$ cat config.mk
export PLATFORM = sky130hd
export DESIGN_NAME = hilo_muldiv_seq_flat
export DESIGN_NICKNAME = d
export VERILOG_FILES = /design/src/rtl/hilo_muldiv_seq_if.sv /design/src/rtl/hilo_muldiv_seq.sv /design/src/flat_wrapper.sv
export SDC_FILE = /design/constraint.sdc
export NUM_CORES = 2
export LEC_CHECK = 0
export CORE_ASPECT_RATIO = 0.7
export CORE_MARGIN = 5
export CORE_UTILIZATION = 60
export DETAILED_ROUTE_END_ITERATION = 16
export GPL_TIMING_DRIVEN = 0
export PLACE_DENSITY = 0.89
export RECOVER_POWER = 50
export SYNTH_ARGS = -nofsm -noshare
export SYNTH_HDL_FRONTEND = slang
export SYNTH_SLANG_ARGS = --single-unit
$ cat constraint.sdc
create_clock -name clock -period 19.2 [get_ports clock]
set_input_delay 5.76 -clock clock [delete_from_list [all_inputs] [get_ports clock]]
set_output_delay 5.76 -clock clock [all_outputs]
set_load 0.02 [all_outputs]
$ cat src/rtl/hilo_muldiv_seq_if.sv
// Request/response bundle between the EX stage and the HI/LO multiply/divide sequencer.
// The master side is EX (operation, operands, flush, MF probe); the slave side is the sequencer.
interface hilo_muldiv_seq_if #(
    parameter int WIDTH = 32
);
    logic             op_valid;
    logic [2:0]       op;
    logic [WIDTH-1:0] src_a;
    logic [WIDTH-1:0] src_b;
    logic             cancel;
    logic             mf_req;
    logic             busy;
    logic             stall;
    logic             done;
    logic             div_zero;
    logic [WIDTH-1:0] hi;
    logic [WIDTH-1:0] lo;

    modport master (
        output op_valid, op, src_a, src_b, cancel, mf_req,
        input  busy, stall, done, div_zero, hi, lo
    );

    modport slave (
        input  op_valid, op, src_a, src_b, cancel, mf_req,
        output busy, stall, done, div_zero, hi, lo
    );
endinterface

$ cat src/rtl/hilo_muldiv_seq.sv
// HI/LO owner for MULT/MULTU/DIV/DIVU/MTHI/MTLO: fixed-latency multiply, radix-2 restoring
// divide with a sign-fix cycle, and a combinational stall towards the hazard unit.
module hilo_muldiv_seq #(
    parameter int WIDTH      = 32,
    parameter int MUL_CYCLES = 3
) (
    input  logic              clock,
    input  logic              reset,
    hilo_muldiv_seq_if.slave  bus
);
    localparam int CNT_MAX = (MUL_CYCLES > WIDTH) ? MUL_CYCLES : WIDTH;
    localparam int CW      = (CNT_MAX > 1) ? $clog2(CNT_MAX) : 1;

    typedef enum logic [1:0] {
        S_IDLE,
        S_MUL,
        S_DIV,
        S_FIX
    } state_e;

    typedef enum logic [2:0] {
        OP_MULT  = 3'd0,
        OP_MULTU = 3'd1,
        OP_DIV   = 3'd2,
        OP_DIVU  = 3'd3,
        OP_MTHI  = 3'd4,
        OP_MTLO  = 3'd5
    } op_e;

    state_e             state_q, state_d;
    logic [CW-1:0]      cnt_q, cnt_d;
    logic [WIDTH-1:0]   hi_q, hi_d;
    logic [WIDTH-1:0]   lo_q, lo_d;
    logic [2*WIDTH-1:0] prod_q, prod_d;
    logic [WIDTH-1:0]   rem_q, rem_d;
    logic [WIDTH-1:0]   quo_q, quo_d;
    logic [WIDTH-1:0]   dvs_q, dvs_d;
    logic               q_neg_q, q_neg_d;
    logic               r_neg_q, r_neg_d;
    logic               done_q, done_d;
    logic               dz_q, dz_d;
    logic               busy_q, busy_d;

    logic               signed_op;
    logic               a_neg;
    logic               b_neg;
    logic [WIDTH-1:0]   a_mag;
    logic [WIDTH-1:0]   b_mag;
    logic [2*WIDTH-1:0] ext_a;
    logic [2*WIDTH-1:0] ext_b;
    logic [WIDTH:0]     rem_sh;
    logic               rem_ge;
    logic [WIDTH-1:0]   rem_sub;

    assign signed_op = (bus.op == OP_MULT) || (bus.op == OP_DIV);
    assign a_neg     = signed_op & bus.src_a[WIDTH-1];
    assign b_neg     = signed_op & bus.src_b[WIDTH-1];
    // Two's-complement negation of the most negative value yields its own bit pattern,
    // which read as unsigned is exactly the magnitude.
    assign a_mag     = a_neg ? (~bus.src_a + 1'b1) : bus.src_a;
    assign b_mag     = b_neg ? (~bus.src_b + 1'b1) : bus.src_b;
    assign ext_a     = {{WIDTH{a_neg}}, bus.src_a};
    assign ext_b     = {{WIDTH{b_neg}}, bus.src_b};

    // One restoring step: shift the next dividend bit into the partial remainder.
    assign rem_sh    = {rem_q, quo_q[WIDTH-1]};
    assign rem_ge    = rem_sh >= {1'b0, dvs_q};
    assign rem_sub   = rem_sh[WIDTH-1:0] - dvs_q;

    always_comb begin
        state_d = state_q;
        cnt_d   = cnt_q;
        hi_d    = hi_q;
        lo_d    = lo_q;
        prod_d  = prod_q;
        rem_d   = rem_q;
        quo_d   = quo_q;
        dvs_d   = dvs_q;
        q_neg_d = q_neg_q;
        r_neg_d = r_neg_q;
        done_d  = 1'b0;
        dz_d    = dz_q;

        case (state_q)
            S_IDLE: begin
                if (bus.op_valid && !bus.cancel) begin
                    case (bus.op)
                        OP_MULT, OP_MULTU: begin
                            prod_d  = ext_a * ext_b;
                            cnt_d   = CW'(MUL_CYCLES - 1);
                            state_d = S_MUL;
                        end
                        OP_DIV, OP_DIVU: begin
                            if (bus.src_b == '0) begin
                                done_d = 1'b1;
                                dz_d   = 1'b1;
                            end else begin
                                rem_d   = '0;
                                quo_d   = a_mag;
                                dvs_d   = b_mag;
                                q_neg_d = a_neg ^ b_neg;
                                r_neg_d = a_neg;
                                cnt_d   = CW'(WIDTH - 1);
                                state_d = S_DIV;
                            end
                        end
                        OP_MTHI: hi_d = bus.src_a;
                        OP_MTLO: lo_d = bus.src_a;
                        default: ;
                    endcase
                end
            end

            S_MUL: begin
                if (cnt_q == '0) begin
                    {hi_d, lo_d} = prod_q;
                    done_d       = 1'b1;
                    state_d      = S_IDLE;
                end else begin
                    cnt_d = cnt_q - 1'b1;
                end
            end

            S_DIV: begin
                rem_d = rem_ge ? rem_sub : rem_sh[WIDTH-1:0];
                quo_d = {quo_q[WIDTH-2:0], rem_ge};
                if (cnt_q == '0) begin
                    state_d = S_FIX;
                end else begin
                    cnt_d = cnt_q - 1'b1;
                end
            end

            S_FIX: begin
                lo_d    = q_neg_q ? (~quo_q + 1'b1) : quo_q;
                hi_d    = r_neg_q ? (~rem_q + 1'b1) : rem_q;
                done_d  = 1'b1;
                dz_d    = 1'b0;
                state_d = S_IDLE;
            end

            default: state_d = S_IDLE;
        endcase

        // A flush discards whatever the cycle would have committed.
        if (bus.cancel) begin
            state_d = S_IDLE;
            hi_d    = hi_q;
            lo_d    = lo_q;
            done_d  = 1'b0;
            dz_d    = dz_q;
        end

        busy_d = (state_d != S_IDLE);
    end

    always_ff @(posedge clock or posedge reset) begin
        if (reset) begin
            state_q <= S_IDLE;
            cnt_q   <= '0;
            hi_q    <= '0;
            lo_q    <= '0;
            prod_q  <= '0;
            rem_q   <= '0;
            quo_q   <= '0;
            dvs_q   <= '0;
            q_neg_q <= 1'b0;
            r_neg_q <= 1'b0;
            done_q  <= 1'b0;
            dz_q    <= 1'b0;
            busy_q  <= 1'b0;
        end else begin
            state_q <= state_d;
            cnt_q   <= cnt_d;
            hi_q    <= hi_d;
            lo_q    <= lo_d;
            prod_q  <= prod_d;
            rem_q   <= rem_d;
            quo_q   <= quo_d;
            dvs_q   <= dvs_d;
            q_neg_q <= q_neg_d;
            r_neg_q <= r_neg_d;
            done_q  <= done_d;
            dz_q    <= dz_d;
            busy_q  <= busy_d;
        end
    end

    assign bus.busy     = busy_q;
    assign bus.stall    = busy_q & (bus.op_valid | bus.mf_req);
    assign bus.done     = done_q;
    assign bus.div_zero = dz_q;
    assign bus.hi       = hi_q;
    assign bus.lo       = lo_q;
endmodule
$ cat src/flat_wrapper.sv
// flat-port wrapper written by rule: the top's interface ports become plain ports
module hilo_muldiv_seq_flat 
#(
    parameter int WIDTH      = 32,
    parameter int MUL_CYCLES = 3
)
  (clock, reset, bus_op_valid, bus_op, bus_src_a, bus_src_b, bus_cancel, bus_mf_req, bus_busy, bus_stall, bus_done, bus_div_zero, bus_hi, bus_lo);
  hilo_muldiv_seq_if #(.WIDTH(WIDTH)) bus_i ();
  input  logic clock;
  input  logic reset;
  input wire logic [$bits(bus_i.op_valid)-1:0] bus_op_valid;
  input wire logic [$bits(bus_i.op)-1:0] bus_op;
  input wire logic [$bits(bus_i.src_a)-1:0] bus_src_a;
  input wire logic [$bits(bus_i.src_b)-1:0] bus_src_b;
  input wire logic [$bits(bus_i.cancel)-1:0] bus_cancel;
  input wire logic [$bits(bus_i.mf_req)-1:0] bus_mf_req;
  output wire logic [$bits(bus_i.busy)-1:0] bus_busy;
  output wire logic [$bits(bus_i.stall)-1:0] bus_stall;
  output wire logic [$bits(bus_i.done)-1:0] bus_done;
  output wire logic [$bits(bus_i.div_zero)-1:0] bus_div_zero;
  output wire logic [$bits(bus_i.hi)-1:0] bus_hi;
  output wire logic [$bits(bus_i.lo)-1:0] bus_lo;
  assign bus_i.op_valid = bus_op_valid;
  assign bus_i.op = bus_op;
  assign bus_i.src_a = bus_src_a;
  assign bus_i.src_b = bus_src_b;
  assign bus_i.cancel = bus_cancel;
  assign bus_i.mf_req = bus_mf_req;
  assign bus_busy = bus_i.busy;
  assign bus_stall = bus_i.stall;
  assign bus_done = bus_i.done;
  assign bus_div_zero = bus_i.div_zero;
  assign bus_hi = bus_i.hi;
  assign bus_lo = bus_i.lo;
  hilo_muldiv_seq #(.WIDTH(WIDTH), .MUL_CYCLES(MUL_CYCLES)) u_core (.clock(clock), .reset(reset), .bus(bus_i));
endmodule
======== After elaboration in Yosys (flattened, before gate mapping) ========
Index checks and enable logic that the tools add are counted.
storage, ports and cells
  memories ................................ 0
  ROM bits ................................ 0
  flip-flop bits (word level) ............. 236
  input bits .............................. 72
  logic and storage cells ................. 115
  RAM bits ................................ 0
  bits in latches ......................... 0
cells by class
  bitwise gates (word level) .............. 11
  magnitude comparators ................... 1
  reductions and logical operators ........ 22
  add/subtract/negate cells ............... 6
  divide/modulo/power cells ............... 0
  $mul .................................... 1
  equal/unequal tests ..................... 18
  mux-type cells .......................... 43
  shift operators ......................... 0
operators with widths
  operator                                                count
  2-to-1 mux 32 bit                                       17
  case mux 32 bit (3 select lines)                        2
  adder 32 x 1 -> 32 bit (second input constant)          4
  NOT 32 bit                                              4
  case mux 32 bit (2 select lines)                        2
  multiplier 33 x 33 -> 64 bit                            1
  greater-or-equal comparator 33 x 32 -> 1 bit            1
  logical NOT 32 bit                                      1
  subtractor 32 bit                                       1
  case mux 5 bit (2 select lines)                         2
  AND reduction 5 bit                                     4
  2-to-1 mux 5 bit                                        3
  2-to-1 mux 2 bit                                        5
  inequality test 2 bit (second input constant)           5
  2-to-1 mux 1 bit                                        8
  case mux 2 bit (4 select lines)                         1
  AND reduction 4 bit                                     2
  nonzero test 2 bit                                      4
  equality test 3 x 2 -> 1 bit (second input constant)    2
  equality test 3 bit (second input constant)             2
  inequality test 2 x 1 -> 1 bit (second input constant)  3
  inequality test 3 bit (second input constant)           2
  OR reduction 2 bit                                      3
  logical NOT 5 bit                                       1
  other kinds (18)                                        22

======== Longest topological paths before layout ========
  depth in word-level cells ............... 8
  gate-level depth with buffers ........... 32
  gate-level depth less buffers ........... 28

======== Worst setup path before layout ========
OpenSTA, ideal clock, no wires.
  path type ............................... in2reg
  from .................................... input port bus_src_a[31]
  to ...................................... register u_core.prod_q[58]
  required time ........................... 19080 ps
  path buffers ............................ 4
  cell stages on the path ................. 31
  setup slack ............................. 5395 ps
  arrival ................................. 13685 ps
  path through ............................ clkbuf_1 -> and2_1 -> clkbuf_1 -> clkbuf_1 -> buf_1 -> nand2_1 -> inv_1 -> fa_1 -> inv_1 -> fa_1 -> inv_1 -> fa_1 -> fa_1 -> inv_1 -> fa_1 -> inv_1 -> fa_1 -> inv_1 -> fa_1 -> fa_1 -> inv_1 -> ha_1 -> a21oi_1 -> nor2_1 -> a211oi_1 -> o221ai_1 -> a221oi_1 -> and4_1 -> nor3_1 -> or3_1 -> a31o_2
between the ends
  cells in the longest elaborated chain, start to end .. 2
RTL lines
  element                           RTL line                source
  from (decl)                       flat_wrapper.sv:13      input wire logic [$bits(bus_i.src_a)-1:0] bus_src_a;
  bitwise AND 1 bit                 hilo_muldiv_seq.sv:56   assign a_neg = signed_op & bus.src_a[WIDTH-1];
  multiplier 33 x 33 -> 64 bit (*)  hilo_muldiv_seq.sv:89   prod_d = ext_a * ext_b;
  to (signal assigned)              hilo_muldiv_seq.sv:177  prod_q <= prod_d;
  to (decl)                         hilo_muldiv_seq.sv:34   logic [2*WIDTH-1:0] prod_q, prod_d;
Every way passes the cells marked *; elsewhere a longest branch is shown, timed or not.
A chain may end at the register's enable or synchronous reset.

======== Final worst setup path ========
  from .................................... input port bus_op[2]
  to ...................................... register u_core.prod_q[62]
between the ends
  cells in the longest elaborated chain, start to end .. 4
  elaborated cells between the ends (all ways) .. 9
  classes of those cells .................. mul (1); eq/ne (2); bitwise (2); reduce/logical (4)
RTL lines
  element                                                                   RTL line                                      source
  from (decl)                                                               flat_wrapper.sv:12                            input wire logic [$bits(bus_i.op)-1:0] bus_op;
  equality test 3 x 2 -> 1 bit / logical NOT 3 bit (equally long branches)  hilo_muldiv_seq.sv:55, hilo_muldiv_seq.sv:87
  logical OR 1 bit                                                          hilo_muldiv_seq.sv:55                         assign signed_op = (bus.op == OP_MULT) || (bus.op == OP_DIV);
  bitwise AND 1 bit, on equally long branches                               hilo_muldiv_seq.sv:56, hilo_muldiv_seq.sv:57
  multiplier 33 x 33 -> 64 bit                                              hilo_muldiv_seq.sv:89
Several ways; a longest one is shown, not always the timed one.

==> impl_results.md <==
* Outcome: complete, but fails checks
* Failing checks: max-capacitance violations, max-slew violations
* Main synth FF type: dfrtp_1
* Worst Skew at between 10 and 15 ps
* Min-Delay Path Class: reg -> reg
* Crit Path Category: in -> reg
* Post-CTS resize count at 0
* Slowest cell delay on critical path at 1000 ps
* Synth Warn # at 0
* Vias in the first global route at 46978
* Fmax at 57.18 MHz
* Ys async rst share at 1.000
* Number of fill cells at 7446
* Postcts setup bufs at 0
* Number of max-cap violations at 9
* Tcrit/Tclk final at 0.9108
* IO Pins at 140
* DIE WIDTH at 364.4 µm
* CTS HTree Levels at 1
* Row count at 91
* Initial Utilization at 0.6017
* Die Area at 94040 µm²
* Met3 WL at approximately 42000 µm
* Initial antenna violation count at 24
* DRT antenna net count at 0
* DRT iter0 DRCs at a little under 7000
* Crit path required time at 19630 ps
* Post-DP HPWL at 178500 µm
* First-pass GRT wire length at 322100 µm
* Fin. max-slew vios at 305
* IO buf count at 100
* #FFs+latches synth at about 240
* Clock latency on the worst-skew pair at 550 ps
* Syn nets at 7478
* Vias at 47119
* Final setup violating endpoints at 0
* Gr usage total at 0.4781
* Most frequent cells in the layout: 1219 x inv_1, 1125 x fa_1, 1079 x nand2_1, 306 x and2_1, 301 x clkbuf_1
* Clk slew on worst S/H paths at 60 ps
* Hold buffers post-CTS at 0
* Hold Vio Cnt, Final at 0
* Ratio of cells with drive above 1 in the final layout at 0.01392
* Crit path capture type: register
* Met2 WL at 85640 µm
* CTS tree: built
* Max Used Layer: met5
* Largest net degree at the start of global routing at 128
* Crit path max fanout at 11
* Core area at ~90000 µm²
* Critical Path Most Common Cell: fa_1
* 1st-pass router iterations at 8
* Worst path slowest cell: clkbuf_1
* Top delay family on crit path: adder cells
* DRC viols at 0
* Wl on met1 at 79740 µm
* Cells after Synth at 6026
* Crit start category: input pin
* Number of distinct library cells after synthesis at between 70 and 80
* TritonCTS Sinks at approximately 240
* Clk buf depth at 3
* WL/cell at 30.36 µm
* Final RePlAce weighted congestion at ~1.1
* Synth Area per Inst at 8.754 µm²
* Drt via density at ~6.4
* Post-synthesis sequential area ratio at 0.1120
* CP Buf/Inv Count at 10
* Post-synth EDFFs at 0
* Area grow syn2layout at 6.478%
* Arr. time, crit path at 17920 ps
* RSZ-0062 raised after global routing: no
* TritonCTS Buffers at 26
* Cell Area, Synth at 52750 µm²
* Nets at 7611
* Root buffer selected by CTS: clkbuf_16
* Setup tns final at 0 ps
* Rel. slew slack at -3.371
* Final WL at between 200000 and 250000 µm
* Die height at roughly 260 µm
* Tmin final at 17490 ps
* Total global routing overflow at 0
* Worst Tran Pin Value at 6556 ps
* Most common cell after layout, fill and taps aside: inv_1
-- tightest hold or removal path, stage by stage, from the launching register on --
cell and delay (ps):
dfrtp_1 340, nand2_1 50, o21ai_0 60
-- layer usage --
layer | GRT usage | vias to the layer above
li1 | - | 18517
met1 | 0.6468 | 23235
met2 | 0.6361 | 4381
met3 | 0.2339 | 970
met4 | 0.2424 | 16
met5 | 0.005160 | -
-- logic make-up after synthesis --
group	synth area share
AO/OA/AOI/OAI	0.09084
buffers and inverters	0.1148
multiplexers	0.006096
XOR/XNOR	0.03520
AND/OR/NAND/NOR	0.1535
flip-flops	0.1120
adder cells (fa/ha/maj)	0.4876
-- cell type report --
| cell class | instances | area (µm²) | area share |
|---|---|---|---|
| flip-flops and latches | 236 | 5906 | 0.1051 |
| well taps | 1162 | 1454 | 0.02588 |
| clock inverters | 10 | 118.9 | 0.002116 |
| plain buffers | 383 | 1471 | 0.02620 |
| diodes | 16 | 40.04 | 0.0007128 |
| clock buffers | 36 | 739.5 | 0.01317 |
| repair buffers | 105 | 1055 | 0.01878 |
| multi-input cells | 4184 | 40790 | 0.7262 |
| inverters | 1223 | 4592 | 0.08175 |
-- Yosys cell counts (5+ instances only) --
library cell | instances | area share
o221ai_1 | 5 | 0.00083
xnor2_1 | 142 | 0.024
mux2i_1 | 31 | 0.0059
xor2_1 | 70 | 0.012
or4_1 | 20 | 0.0028
buf_1 | 72 | 0.0051
nor3_1 | 38 | 0.0036
a221oi_1 | 22 | 0.0037
nand2b_1 | 29 | 0.0034
or3_1 | 25 | 0.0030
nand2_1 | 1079 | 0.077
a22o_1 | 46 | 0.0076
o21ai_0 | 293 | 0.028
a21oi_1 | 194 | 0.018
a211oi_1 | 12 | 0.0017
fa_1 | 1126 | 0.43
inv_1 | 1220 | 0.087
nor2_1 | 139 | 0.0099
and2_1 | 306 | 0.036
and4_1 | 5 | 0.00083
a21o_1 | 36 | 0.0051
ha_1 | 254 | 0.060
dfrtp_1 | 236 | 0.11
o21ai_1 | 5 | 0.00047
nand4_1 | 31 | 0.0037
o211ai_1 | 20 | 0.0028
o41ai_1 | 19 | 0.0032
buf_2 | 10 | 0.00095
and3_1 | 31 | 0.0037
nand3_1 | 30 | 0.0028
o31ai_1 | 46 | 0.0065
a31oi_1 | 14 | 0.0017
o21bai_1 | 14 | 0.0020
a41oi_1 | 5 | 0.00083
or2_2 | 8 | 0.00095
o21a_1 | 13 | 0.0019
nor4_1 | 14 | 0.0017
nor2b_1 | 8 | 0.00095
clkbuf_1 | 299 | 0.021
-- registers in the layout (all words and copies together), names as in the netlist --
name                 cells
u_core.q_neg_q           1
u_core.prod_q           64
u_core.bus.hi           32
u_core.bus.div_zero      1
u_core.state_q           2
u_core.cnt_q             5
u_core.dvs_q            32
u_core.quo_q            32
u_core.bus.done          1
u_core.bus.lo           32
u_core.bus.busy          1
u_core.rem_q            32
u_core.r_neg_q           1
-- through the flow --
step           hold slack, ps  std cells  utilization  instance area (µm²)  setup WS (ps)
2_1_floorplan           438.7       6026            -                52750           5395
4_1_cts                 484.5       7336       0.6400                56110           2267
3_3_place_gp            460.0       7288       0.6297                55210           1698
3_5_place_dp            470.5       7290       0.6302                55250           1761
5_1_grt                 506.7       7340       0.6402                56130           1729
6_report                482.4       7355       0.6407                56170           1712
-- final timing paths --
check                                         startpoint                       endpoint  slack (ps)  cells after the start
setup / recovery                               bus_op[2]  u_core.prod_q[62]$_DFFE_PP0P_        1710                     31
hold / removal             u_core.bus.lo[15]$_DFFE_PP0P_  u_core.bus.lo[15]$_DFFE_PP0P_         480                      2
max in group asynchronous                          reset  u_core.prod_q[47]$_DFFE_PP0P_        4290                      3
hold reg to reg            u_core.bus.lo[15]$_DFFE_PP0P_  u_core.bus.lo[15]$_DFFE_PP0P_         480                      2
min in group asynchronous                          reset  u_core.bus.lo[12]$_DFFE_PP0P_        7140                      2
setup reg to reg            u_core.rem_q[11]$_DFFE_PP0P_    u_core.rem_q[1]$_DFFE_PP0P_       14920                     11
Power is left out: the tool's default activity adds up to more than one toggle a clock period on the data nets, which glitch-free logic cannot reach.
